**src/rtl/regfile_pkg.sv**
```systemverilog
// Shared definitions for the scoreboarded register file.
//   DATA_W_DEF / ADDR_W_DEF : default data and address widths
//   nregs()                 : number of registers addressed by an ADDR_W-bit address
//   reg_addr_t / reg_data_t : address and data types at the default widths
package regfile_pkg;

    localparam int DATA_W_DEF = 32;
    localparam int ADDR_W_DEF = 3;

    typedef logic [ADDR_W_DEF-1:0] reg_addr_t;
    typedef logic [DATA_W_DEF-1:0] reg_data_t;

    function automatic int nregs(input int addr_w);
        return 1 << addr_w;
    endfunction

endpackage

```
**src/rtl/reg_scoreboard.sv**
```systemverilog
// Busy scoreboard for the register file.
// One busy bit per register.
// - An issue marks its destination register busy.
// - A write (completion) clears the busy bit of its register.
// - A flush clears every busy bit.
// - Reset clears every busy bit.
//
// Ports
//   clk, rst  : clock, synchronous active-high reset
//   ia, ie    : issue destination address and issue enable
//   wa, we    : completing write address and write enable
//   flush     : clear all busy bits
//   busy_vec  : registered busy bits, bit i = register i
//   issue_ok  : issue of ia is accepted this cycle
module reg_scoreboard
    import regfile_pkg::*;
#(
    parameter int ADDR_W  = ADDR_W_DEF,
    parameter bit ZERO_R0 = 1'b1,
    localparam int NREGS  = nregs(ADDR_W)
) (
    input  logic              clk,
    input  logic              rst,
    input  logic [ADDR_W-1:0] ia,
    input  logic              ie,
    input  logic [ADDR_W-1:0] wa,
    input  logic              we,
    input  logic              flush,
    output logic [NREGS-1:0]  busy_vec,
    output logic              issue_ok
);

    logic [NREGS-1:0] busy_q;
    logic [NREGS-1:0] busy_d;

    // A write completing into ia this cycle frees the slot for the new issue.
    assign issue_ok = !busy_q[ia] || (we && (wa == ia)) || (ZERO_R0 && (ia == '0));

    // Order matters: the issue set follows the completion clear, so a
    // same-register write+issue leaves the new writer pending.
    // Flush is applied last so that it beats any issue.
    always_comb begin
        busy_d = busy_q;
        if (we) begin
            busy_d[wa] = 1'b0;
        end
        if (ie && issue_ok) begin
            busy_d[ia] = 1'b1;
        end
        if (ZERO_R0) begin
            busy_d[0] = 1'b0;
        end
        if (flush) begin
            busy_d = '0;
        end
    end

    always_ff @(posedge clk) begin
        if (rst) begin
            busy_q <= '0;
        end else begin
            busy_q <= busy_d;
        end
    end

    assign busy_vec = busy_q;

endmodule

```
**src/rtl/regfile_sb.sv**
```systemverilog
// Parametrised register file with a busy scoreboard.
// - Two combinational read ports.
// - One synchronous write port.
// - Optional hardwired zero register.
// - Optional write-to-read bypass.
// - Issue/complete busy tracking for hazard detection.
//
// Ports
//   clk, rst         : clock, synchronous active-high reset
//   ra1/ra2          : read addresses
//   rd1/rd2          : read data (combinational)
//   rbusy1/rbusy2    : read register has a pending writer
//   wa, wd, we       : write port; a write also completes the pending writer
//   ia, ie, issue_ok : issue destination, issue enable, issue accepted
//   flush            : clear all busy bits
//   busy_vec         : busy bit per register
module regfile_sb
    import regfile_pkg::*;
#(
    parameter int DATA_W  = DATA_W_DEF,
    parameter int ADDR_W  = ADDR_W_DEF,
    parameter bit ZERO_R0 = 1'b1,
    parameter bit BYPASS  = 1'b1,
    localparam int NREGS  = nregs(ADDR_W)
) (
    input  logic              clk,
    input  logic              rst,
    input  logic [ADDR_W-1:0] ra1,
    input  logic [ADDR_W-1:0] ra2,
    output logic [DATA_W-1:0] rd1,
    output logic [DATA_W-1:0] rd2,
    output logic              rbusy1,
    output logic              rbusy2,
    input  logic [ADDR_W-1:0] wa,
    input  logic [DATA_W-1:0] wd,
    input  logic              we,
    input  logic [ADDR_W-1:0] ia,
    input  logic              ie,
    output logic              issue_ok,
    input  logic              flush,
    output logic [NREGS-1:0]  busy_vec
);

    logic [DATA_W-1:0] mem_q [NREGS];
    logic              wr_zero;
    logic              wr_eff;
    logic              fwd1;
    logic              fwd2;

    assign wr_zero = ZERO_R0 && (wa == '0);
    assign wr_eff  = we && !wr_zero;

    always_ff @(posedge clk) begin
        if (rst) begin
            for (int i = 0; i < NREGS; i++) begin
                mem_q[i] <= '0;
            end
        end else if (wr_eff) begin
            mem_q[wa] <= wd;
        end
    end

    assign fwd1 = BYPASS && wr_eff && (wa == ra1);
    assign fwd2 = BYPASS && wr_eff && (wa == ra2);

    always_comb begin
        rd1 = mem_q[ra1];
        if (fwd1) begin
            rd1 = wd;
        end
        if (ZERO_R0 && (ra1 == '0)) begin
            rd1 = '0;
        end
    end

    always_comb begin
        rd2 = mem_q[ra2];
        if (fwd2) begin
            rd2 = wd;
        end
        if (ZERO_R0 && (ra2 == '0)) begin
            rd2 = '0;
        end
    end

    // A register whose value is being forwarded this cycle is not reported busy.
    assign rbusy1 = busy_vec[ra1] && !fwd1 && !(ZERO_R0 && (ra1 == '0));
    assign rbusy2 = busy_vec[ra2] && !fwd2 && !(ZERO_R0 && (ra2 == '0));

    reg_scoreboard #(
        .ADDR_W  (ADDR_W),
        .ZERO_R0 (ZERO_R0)
    ) u_scoreboard (
        .clk      (clk),
        .rst      (rst),
        .ia       (ia),
        .ie       (ie),
        .wa       (wa),
        .we       (we),
        .flush    (flush),
        .busy_vec (busy_vec),
        .issue_ok (issue_ok)
    );

endmodule

```
**config.mk**
```make
export PLATFORM = sky130hd
export DESIGN_NAME = regfile_sb
export DESIGN_NICKNAME = d
export VERILOG_FILES = /design/src/rtl/regfile_pkg.sv /design/src/rtl/reg_scoreboard.sv /design/src/rtl/regfile_sb.sv
export SDC_FILE = /design/constraint.sdc
export NUM_CORES = 1
export LEC_CHECK = 0
export ABC_AREA = 1
export CAP_MARGIN = 20
export CORE_ASPECT_RATIO = 0.9
export CORE_MARGIN = 2
export CORE_UTILIZATION = 35
export DETAILED_ROUTE_END_ITERATION = 8
export PLACE_DENSITY = 0.58
export SLEW_MARGIN = 20
export SYNTH_ARGS = -nofsm -noshare
export SYNTH_HDL_FRONTEND = slang
export SYNTH_SLANG_ARGS = --single-unit
```
**constraint.sdc**
```tcl
create_clock -name clk -period 4.45 [get_ports clk]
set_input_delay 1.335 -clock clk [delete_from_list [all_inputs] [get_ports clk]]
set_output_delay 1.335 -clock clk [all_outputs]
set_load 0.01 [all_outputs]
```
After elaboration in Yosys (flattened, before gate mapping)
Memories as Yosys holds them, arrays and structs flattened.
Cells that the tools add are included.
{"block": "totals", "memories": 1, "in_bits": 49, "register_bits": 8, "mem_bits_rw": 256, "output_inout_bits": 75, "wordCells": 64}
{"memory": "mem_q", "depth": 8, "word_bits": 32, "rd": 2, "rd_ports_with_merged_regs": 0, "write_ports": 8, "line_no": "regfile_sb.sv:44", "source": "logic [DATA_W-1:0] mem_q [NREGS];"}
{"block": "classes", "eq_ne": 3, "reduce_logical": 25, "bitwise": 3, "n_mux": 24, "order_cmp": 6}
{"operator": "two-way mux 32 bit", "count": 5}
{"operator": "OR reduction 32 bit", "count": 1}
{"operator": "< comparator 3 x 4 -> 1 bit, second input constant", "count": 4}
{"operator": "two-way mux 8 bit", "count": 2}
{"operator": "logical NOT 3 bit", "count": 4}
{"operator": "logical AND 1 bit", "count": 11}
{"operator": "two-way mux 1 bit", "count": 11}
{"operator": "binary-select mux 1 bit (select 3 bit)", "count": 3}
{"operator": "== test 3 bit", "count": 3}
{"operator": "AND 8 bit", "count": 1}
{"operator": "NOT 8 bit", "count": 1}
{"operator": "OR 8 bit", "count": 1}
{"operator": "demux 1 bit (select 3 bit)", "count": 2}
{"operator": "greater-or-equal comparator 3 x 1 -> 1 bit, second input constant", "count": 2}
{"operator": "logical NOT 1 bit", "count": 6}
{"operator": "two-way mux 3 bit", "count": 1}
{"operator": "logical OR 1 bit", "count": 2}
{"operator": "OR reduction 2 bit", "count": 1}

Longest topological paths before layout
Gate-level depths: netlist of the first run.
{"block": "logic_depth", "ltp_word": 9, "depth_mapped": 10}

Hierarchy
Synthesis of the first run repeated with hierarchy kept, for this count alone.
{"block": "unflattened", "cells_unflattened": 2062, "hier_area_um2": 14518.9}
{"mod": "regfile_sb", "seq_area_each_um2": 6726.5, "cells_per_inst": 1976, "instances": 1, "area_each_um2": 13987.2}
{"mod": "reg_scoreboard", "seq_area_each_um2": 140.1, "cells_per_inst": 86, "instances": 1, "area_each_um2": 531.8}

Worst setup path after synthesis of the first run
OpenSTA, ideal clock, no wires.
{"block": "synth_path", "path_kind": "input -> output", "startpoint": "input port ra1[1]", "endpoint": "output port rd1[27]", "n_path_buf": 2, "t_required_ns": 3.115, "path_slack_ns": 0.678, "cell_stages": 9, "arrival_time_ns": 2.437, "cell_sequence": "buf_2 > nand2_1 > clkbuf_1 > nor2_1 > o21ai_1 > o21ai_0 > nor2_1 > nor2_1 > nor2_1"}
{"block": "synth_via", "elab_chain_len": 4, "word_cells_on_any_way": 6, "cone_classes": "eq/ne: 1; mux: 2; reduce/logical: 2; memory: 1"}
{"item": "from (decl)", "line_no": "regfile_sb.sv:28", "source": "input logic [ADDR_W-1:0] ra1,"}
{"item": "parallel branches: the longest is 3 deep, another holds memory (8 x 32 bit)"}
{"item": "two-way mux 32 bit *", "line_no": "regfile_sb.sv:71", "source": "if (ZERO_R0 && (ra1 == '0)) begin"}
{"item": "to (decl)", "line_no": "regfile_sb.sv:30", "source": "output logic [DATA_W-1:0] rd1,"}
Every way passes the cells marked *.

Worst setup path in the final report of the first run
{"block": "layout_path", "startpoint": "input port ra1[0]", "endpoint": "output port rd1[23]"}
The elaborated chain is that of the path after synthesis.

==> flow_metrics.env, run 1 <==
export IMPL_tightest_slew_ns=0.7321
export IMPL_die_x_microns=211.1
export IMPL_dp_slack_ns=-0.4323
export IMPL_seqCellArea_sq_um=6867
export IMPL_pin_count=124
export IMPL_drc=0
export IMPL_place_detailed_hpwl_microns=31140
export IMPL_netlist_cell_type_count=38
export IMPL_fillers=3711
export IMPL_dpl_cell_area_sq_um=16120
export IMPL_gr_total_overflow=0
export IMPL_synth_top_area_share=0.4979
export IMPL_path_max_fanout=11
export IMPL_dieArea_sq_um=40190
export IMPL_clock_sinks=231
export IMPL_path_clk_slew_ns=0.06
export IMPL_multi_input_area_sq_um=5563
export IMPL_slew_headroom=0.5119
export IMPL_min_path_type="register to register"
export IMPL_die_y_microns=190.4
export IMPL_start_kind="input pin"
export IMPL_power_density_nw_per_um2=342.8
export IMPL_synth_area_sq_um=13510
export IMPL_vias=12940
export IMPL_first_iter_violations=1363
export IMPL_synth_nets=1763
export IMPL_antenna_cells=0
export IMPL_numCtsBuffers=28
export IMPL_grt_antenna_before_repair=1
export IMPL_yosysSeqAreaShare=0.5083
export IMPL_yosys_warnings=0
export IMPL_clockBufferDepth=3
export IMPL_clockRootBuffer="clkbuf_16"
export IMPL_firstDrtPassIters=7
export IMPL_fin_cells=2423
export IMPL_final_area_sq_um=17280
export IMPL_final_nets=1961
export IMPL_htreeDepth=1
export IMPL_grt_max_degree=33
export IMPL_finalMaxSlewViolations=0
export IMPL_setup_violations_final=1
export IMPL_synth_top_cell_by_area="edfxtp_1"
export IMPL_fin_crit_ns=4.451
export IMPL_p_leak_uw=0.007304
export IMPL_fmax_ghz=0.2247
export IMPL_cts_tree="yes"
export IMPL_worstPathArrival_ns=3.12
export IMPL_layout_setup_ws_ns=-0.001290
export IMPL_placement_io_buffers=122
export IMPL_core_area_sq_um=38200
export IMPL_vias_per_cell=5.340
export IMPL_layout_drive_gt1_share=0.1521
export IMPL_maxCapViolCount=0
export IMPL_crit_required_ns=3.12
export IMPL_status="complete, but fails checks"
export IMPL_synth_area_leaders="edfxtp_1 (50%), nor2_1 (12%), nand2_1 (8.9%)"
export IMPL_grt_pass1_vias=12220
export IMPL_failed_checks="negative setup slack"
export IMPL_finalHoldViolCount=0
export IMPL_drt_wl_total_microns=49020
export IMPL_rsz0062_at_grt="yes"
export IMPL_syn_area_per_cell_sq_um=7.882
export IMPL_fin_skew_ns=0.001054
export IMPL_ys_ff_latch=231
export IMPL_netlist_instances=1714
export IMPL_syn_to_final_growth_pct=27.92
export IMPL_clk_latency_ns=0.55
export IMPL_crit_type="input pin to output pin"
export IMPL_antenna_left=0
export IMPL_ir_drop_v=0.0002391
export IMPL_fin_crit_sh=1.000
export IMPL_end_kind="output pin"
export IMPL_gp_congestion=0.8581
export IMPL_grt_first_pass_wirelength_microns=73490
export IMPL_initial_core_util=0.3536
export IMPL_rows=68
export IMPL_dp_cells=2358
export IMPL_wl_per_cell_microns=20.23
export IMPL_cts_hold_buf=0
export IMPL_grtUsageTotal=0.2416
## cell families (layout without fill, tap and decap cells)
kind of cell,after synthesis,in the layout,share of synthesized area
buffers and inverters,239,458,0.08577
AO/OA/AOI/OAI,317,317,0.1221
AND/OR/NAND/NOR,922,922,0.2810
XOR/XNOR,4,4,0.002594
flip-flops,231,231,0.5083
other,1,1,0.0002776
## synthesized netlist by cell type (all sizes together)
cell type	count
a21oi	82
nand3	95
dfxtp	7
xor2	2
clkbuf	43
o221ai	1
o31ai	2
o21ai	203
clkinv	1
nor2	479
nor3	14
conb	1
or2	5
o211ai	4
buf	71
edfxtp	224
xnor2	2
nand4	1
inv	124
a22oi	1
o22ai	21
nand2	328
o21a	3
## layout by cell type, fill, tap and decap left out, types with 5 or more instances in the layout
master and count:
clkdlybuf4s50_1 49, or2_2 5, clkbuf_2 5, inv_2 9, o21ai_0 176, nand3_1 93
o22ai_1 21, inv_1 112, nand2_1 319, nor2_4 7, clkinv_1 11, clkdlybuf4s15_2 9
o21ai_1 26, buf_12 33, buf_4 115, dlymetal6s2s_1 8, a21oi_1 80, nand2_4 7
clkbuf_16 28, edfxtp_1 224, dlygate4sd2_1 43, nor2_1 441, dfxtp_1 7, nor2_2 30
buf_6 9, nor3_1 12
## power breakdown
part	leakage [uW]	internal [uW]	total, uW	switching [uW]
combinational	0.00467	434	1110	673
clock	0.000433	1320	2240	922
sequential	0.00220	2520	2580	55.3
total	0.00730	4270	5920	1650
## state kept, by name, summed over array words and instances (netlist names)
signal	count
u_scoreboard.busy_vec	7
mem_q	224
## routing by layer
| layer | up-vias | GRT usage | wire length, microns |
|---|---|---|---|
| li1 | 6028 | - | - |
| met1 | 6117 | 0.3515 | 21900 |
| met2 | 682 | 0.3702 | 21030 |
| met3 | 111 | 0.03788 | 4623 |
| met4 | 0 | 0.07232 | 1464 |
| met5 | - | 0 | 0 |
## per-stage QoR
stage	util	hold WS, ns	setup TNS (ns)	power, uW
2_1_floorplan	-	0.4989	0	3158
3_3_place_gp	0.4220	0.4700	-19.67	3725
3_5_place_dp	0.4220	0.4768	-21.52	3737
4_1_cts	0.4487	0.4881	-1.510	5921
5_1_grt	0.4524	0.5096	-0.07657	6144
6_report	0.4524	0.4896	-0.001290	5924
## layout make-up
cell class	instances	area share
well taps	490	0.03548
clock buffers	29	0.04076
repair buffers	282	0.1650
inverters	125	0.02809
clock inverters	22	0.01144
multi-input cells	1244	0.3219
flip-flops and latches	231	0.3973
## critical path, stage by stage
cell             delay [ns]
buf_2                  0.14
buf_12                 0.13
nand2_1                0.13
buf_6                  0.21
nor2_1                 0.06
o21ai_1                0.11
o21ai_0                0.09
nor2_1                 0.21
nor2_1                 0.06
nor2_1                 0.09
clkdlybuf4s50_1        0.54
## worst paths after layout
check	startpoint	endpoint	slack (ns)	cells after the start
setup / recovery	ra1[0]	rd1[23]	-0.001	11
hold / removal	u_scoreboard.busy_vec[2]	u_scoreboard.busy_vec[2]	0.49	2
setup reg to reg	u_scoreboard.busy_vec[2]	u_scoreboard.busy_vec[3]	3.19	8
hold reg to reg	u_scoreboard.busy_vec[2]	u_scoreboard.busy_vec[2]	0.49	2
## timing repair
action                     4_1_cts  5_1_grt
hold endpoints to repair         0        0
cloned                           2        0
setup buffers                    6        6
setup endpoints to repair       67       43
pin swaps                        1        4
resized for setup              100       46
Note: power is estimated with default switching activity, not from simulation.
==> inputs of run 2 (changes only) <==
--- a/config.mk
+++ b/config.mk
@@ -10,6 +10,7 @@
 export CORE_ASPECT_RATIO = 0.9
 export CORE_MARGIN = 2
 export CORE_UTILIZATION = 35
+export CTS_CLUSTER_SIZE = 10
 export DETAILED_ROUTE_END_ITERATION = 8
 export PLACE_DENSITY = 0.58
 export SLEW_MARGIN = 20
==> run 2 against run 1 <==
Effect of this change:
- global-route usage about the same
- worst setup slack worse by 0.034 ns
- first-iteration DRC count down 9.8%
- non-clock buffer count unchanged
- design area down 0.85%
- die area unchanged
- clock power down 12%
- the run still ends with negative setup slack left
- total power down 4.5%
- fmax down 0.75%
- largest cell class unchanged
- wire length about the same
==> flow_metrics.env, run 2 (synthesis results as in run 1) <==
export IMPL_cpLargestDelayFamily="buffers and inverters"
export IMPL_final_nets=1961
export IMPL_htreeDepth=1
export IMPL_crit_path_cell_trace="buf_2 > buf_12 > nand2_1 > buf_4 > nor2_1 > o21ai_1 > o21ai_0 > nor2_1 > nor2_1 > nor2_1 > clkdlybuf4s50_1"
export IMPL_die_x_microns=211.1
export IMPL_clock_sinks=231
export IMPL_rows=68
export IMPL_cp_endpoint="rd1[23]"
export IMPL_final_cell_mix="nor2_1 (441), nand2_1 (319), edfxtp_1 (224)"
export IMPL_numCtsBuffers=28
export IMPL_cts_tree="yes"
export IMPL_rsz0062_at_grt="yes"
export IMPL_gr_total_overflow=0
export IMPL_path_clk_slew_ns=0.05
export IMPL_path_depth=11
export IMPL_mostFrequentLayoutCell="nor2_1"
export IMPL_crit_type="input pin to output pin"
export IMPL_failed_checks="negative setup slack"
export IMPL_die_y_microns=190.4
export IMPL_grt_antenna_before_repair=0
export IMPL_grt_max_degree=33
export IMPL_r2r_end="u_scoreboard.busy_vec[5]"
export IMPL_maxCapViolCount=0
export IMPL_slowest_stage="clkdlybuf4s50_1"
export IMPL_drc=0
export IMPL_place_detailed_hpwl_microns=31140
export IMPL_top_register="mem_q"
export IMPL_largest_reg_flops=224
export IMPL_p_leak_uw=0.007227
export IMPL_worstRegToRegCells=8
export IMPL_grt_pass1_vias=12110
export IMPL_firstDrtPassIters=5
export IMPL_cp_common_cell="nor2_1"
export IMPL_vias_per_cell=5.326
export IMPL_end_kind="output pin"
export IMPL_crit_required_ns=3.12
export IMPL_path_max_fanout=11
export IMPL_initial_core_util=0.3536
export IMPL_gp_congestion=0.8581
export IMPL_cp_num_buf_inv=4
export IMPL_worstPathArrival_ns=3.15
export IMPL_fin_skew_ns=0.0006066
export IMPL_syn_to_final_growth_pct=26.83
export IMPL_reg2reg_setup_slack_ns=3.18
export IMPL_ir_drop_v=0.0002335
export IMPL_grtUsageTotal=0.2412
export IMPL_fmax_ghz=0.2230
export IMPL_wl_per_cell_microns=20.32
export IMPL_power_density_nw_per_um2=330.2
export IMPL_start_kind="input pin"
export IMPL_dp_slack_ns=-0.4323
export IMPL_drt_wl_total_microns=49020
export IMPL_layout_setup_ws_ns=-0.03485
export IMPL_fin_crit_sh=1.008
export IMPL_setup_violations_final=1
export IMPL_core_area_sq_um=38200
export IMPL_layout_drive_gt1_share=0.1489
export IMPL_fin_crit_ns=4.485
export IMPL_pin_count=124
export IMPL_tightest_slew_ns=0.7433
export IMPL_min_path_type="register to register"
export IMPL_vias=12850
export IMPL_grt_first_pass_wirelength_microns=73240
export IMPL_slew_headroom=0.5045
export IMPL_first_iter_violations=1229
export IMPL_worstReg2RegStart="u_scoreboard.busy_vec[2]"
export IMPL_antenna_left=0
export IMPL_dieArea_sq_um=40190
export IMPL_placement_io_buffers=122
export IMPL_finalHoldViolCount=0
export IMPL_status="complete, but fails checks"
export IMPL_finalMaxSlewViolations=0
export IMPL_clk_latency_ns=0.55
export IMPL_utilization=0.4485
export IMPL_clockBufferDepth=3
export IMPL_max_stage_delay_ns=0.53
export IMPL_clockRootBuffer="clkbuf_16"
export IMPL_crit_path_start="ra1[0]"
==> run 2: changes by cell type in the layout (fill, tap and decap cells not counted), sizes merged <==
cell / before / now
diode: 0 / 1
clkinvlp: 4 / 2
clkdlybuf4s50: 49 / 50
buf: 162 / 163
clkbuf: 37 / 41
clkinv: 16 / 5
inv: 124 / 123
bufinv: 3 / 0
dlymetal6s2s: 8 / 7
==> run 2: layout make-up <==
class	instances	area (sq um)
Timing Repair Buffer	282	2843
Clock buffer	34	723.2
Fill cell	3711	21070
Clock inverter	5	37.54
Inverter	125	485.5
Tap cell	490	613.1
Multi-Input combinational cell	1244	5563
Antenna cell	1	2.502
Sequential cell	231	6867
==> run 2: repair_timing <==
item,CTS,global route
resized for setup,100,43
cloned,2,0
hold buffers,0,0
pin swaps,1,4
setup endpoints to repair,67,43
setup buffers,6,6
==> run 2: where the power goes <==
part           switching (uW)  internal (uW)  total [uW]
logic                     674            433        1110
clock network             847           1130        1970
registers                55.7           2520        2580
total                    1580           4080        5660
==> run 2: routing by layer <==
metal,share of wire,vias up,global-route usage
li1,-,6017,-
met1,0.46,6110,0.3541
met2,0.43,628,0.3691
met3,0.085,91,0.03310
met4,0.028,0,0.07259
met5,0,-,0
==> run 2: metrics by stage <==
stage,setup TNS (ns),hold WS (ns),power (uW),cell area (sq um),instances
after global routing,-0.2295,0.5092,5882,17130,2411
after floorplan,0,0.4989,3158,13510,1714
after global placement,-19.67,0.4700,3725,16120,2358
after CTS,-1.510,0.4876,5658,17000,2405
after detailed placement,-21.52,0.4768,3737,16120,2358
final,-0.03485,0.4886,5658,17130,2412
==> run 2: how the worst min path moves through the flow <==
stage / end / depth (start not counted) / start
final: u_scoreboard.busy_vec[2] / 2 / u_scoreboard.busy_vec[2]
after CTS: u_scoreboard.busy_vec[2] / 2 / u_scoreboard.busy_vec[2]
after detailed placement: u_scoreboard.busy_vec[2] / 2 / u_scoreboard.busy_vec[2]
after global routing: u_scoreboard.busy_vec[2] / 2 / u_scoreboard.busy_vec[2]
after floorplan: u_scoreboard.busy_vec[2] / 2 / u_scoreboard.busy_vec[2]
after global placement: u_scoreboard.busy_vec[2] / 2 / u_scoreboard.busy_vec[2]
==> run 2: worst min-delay path: stages, from the launching register on <==
cell and delay [ns]:
dfxtp_1 0.32, nand2_1 0.07, a21oi_1 0.05
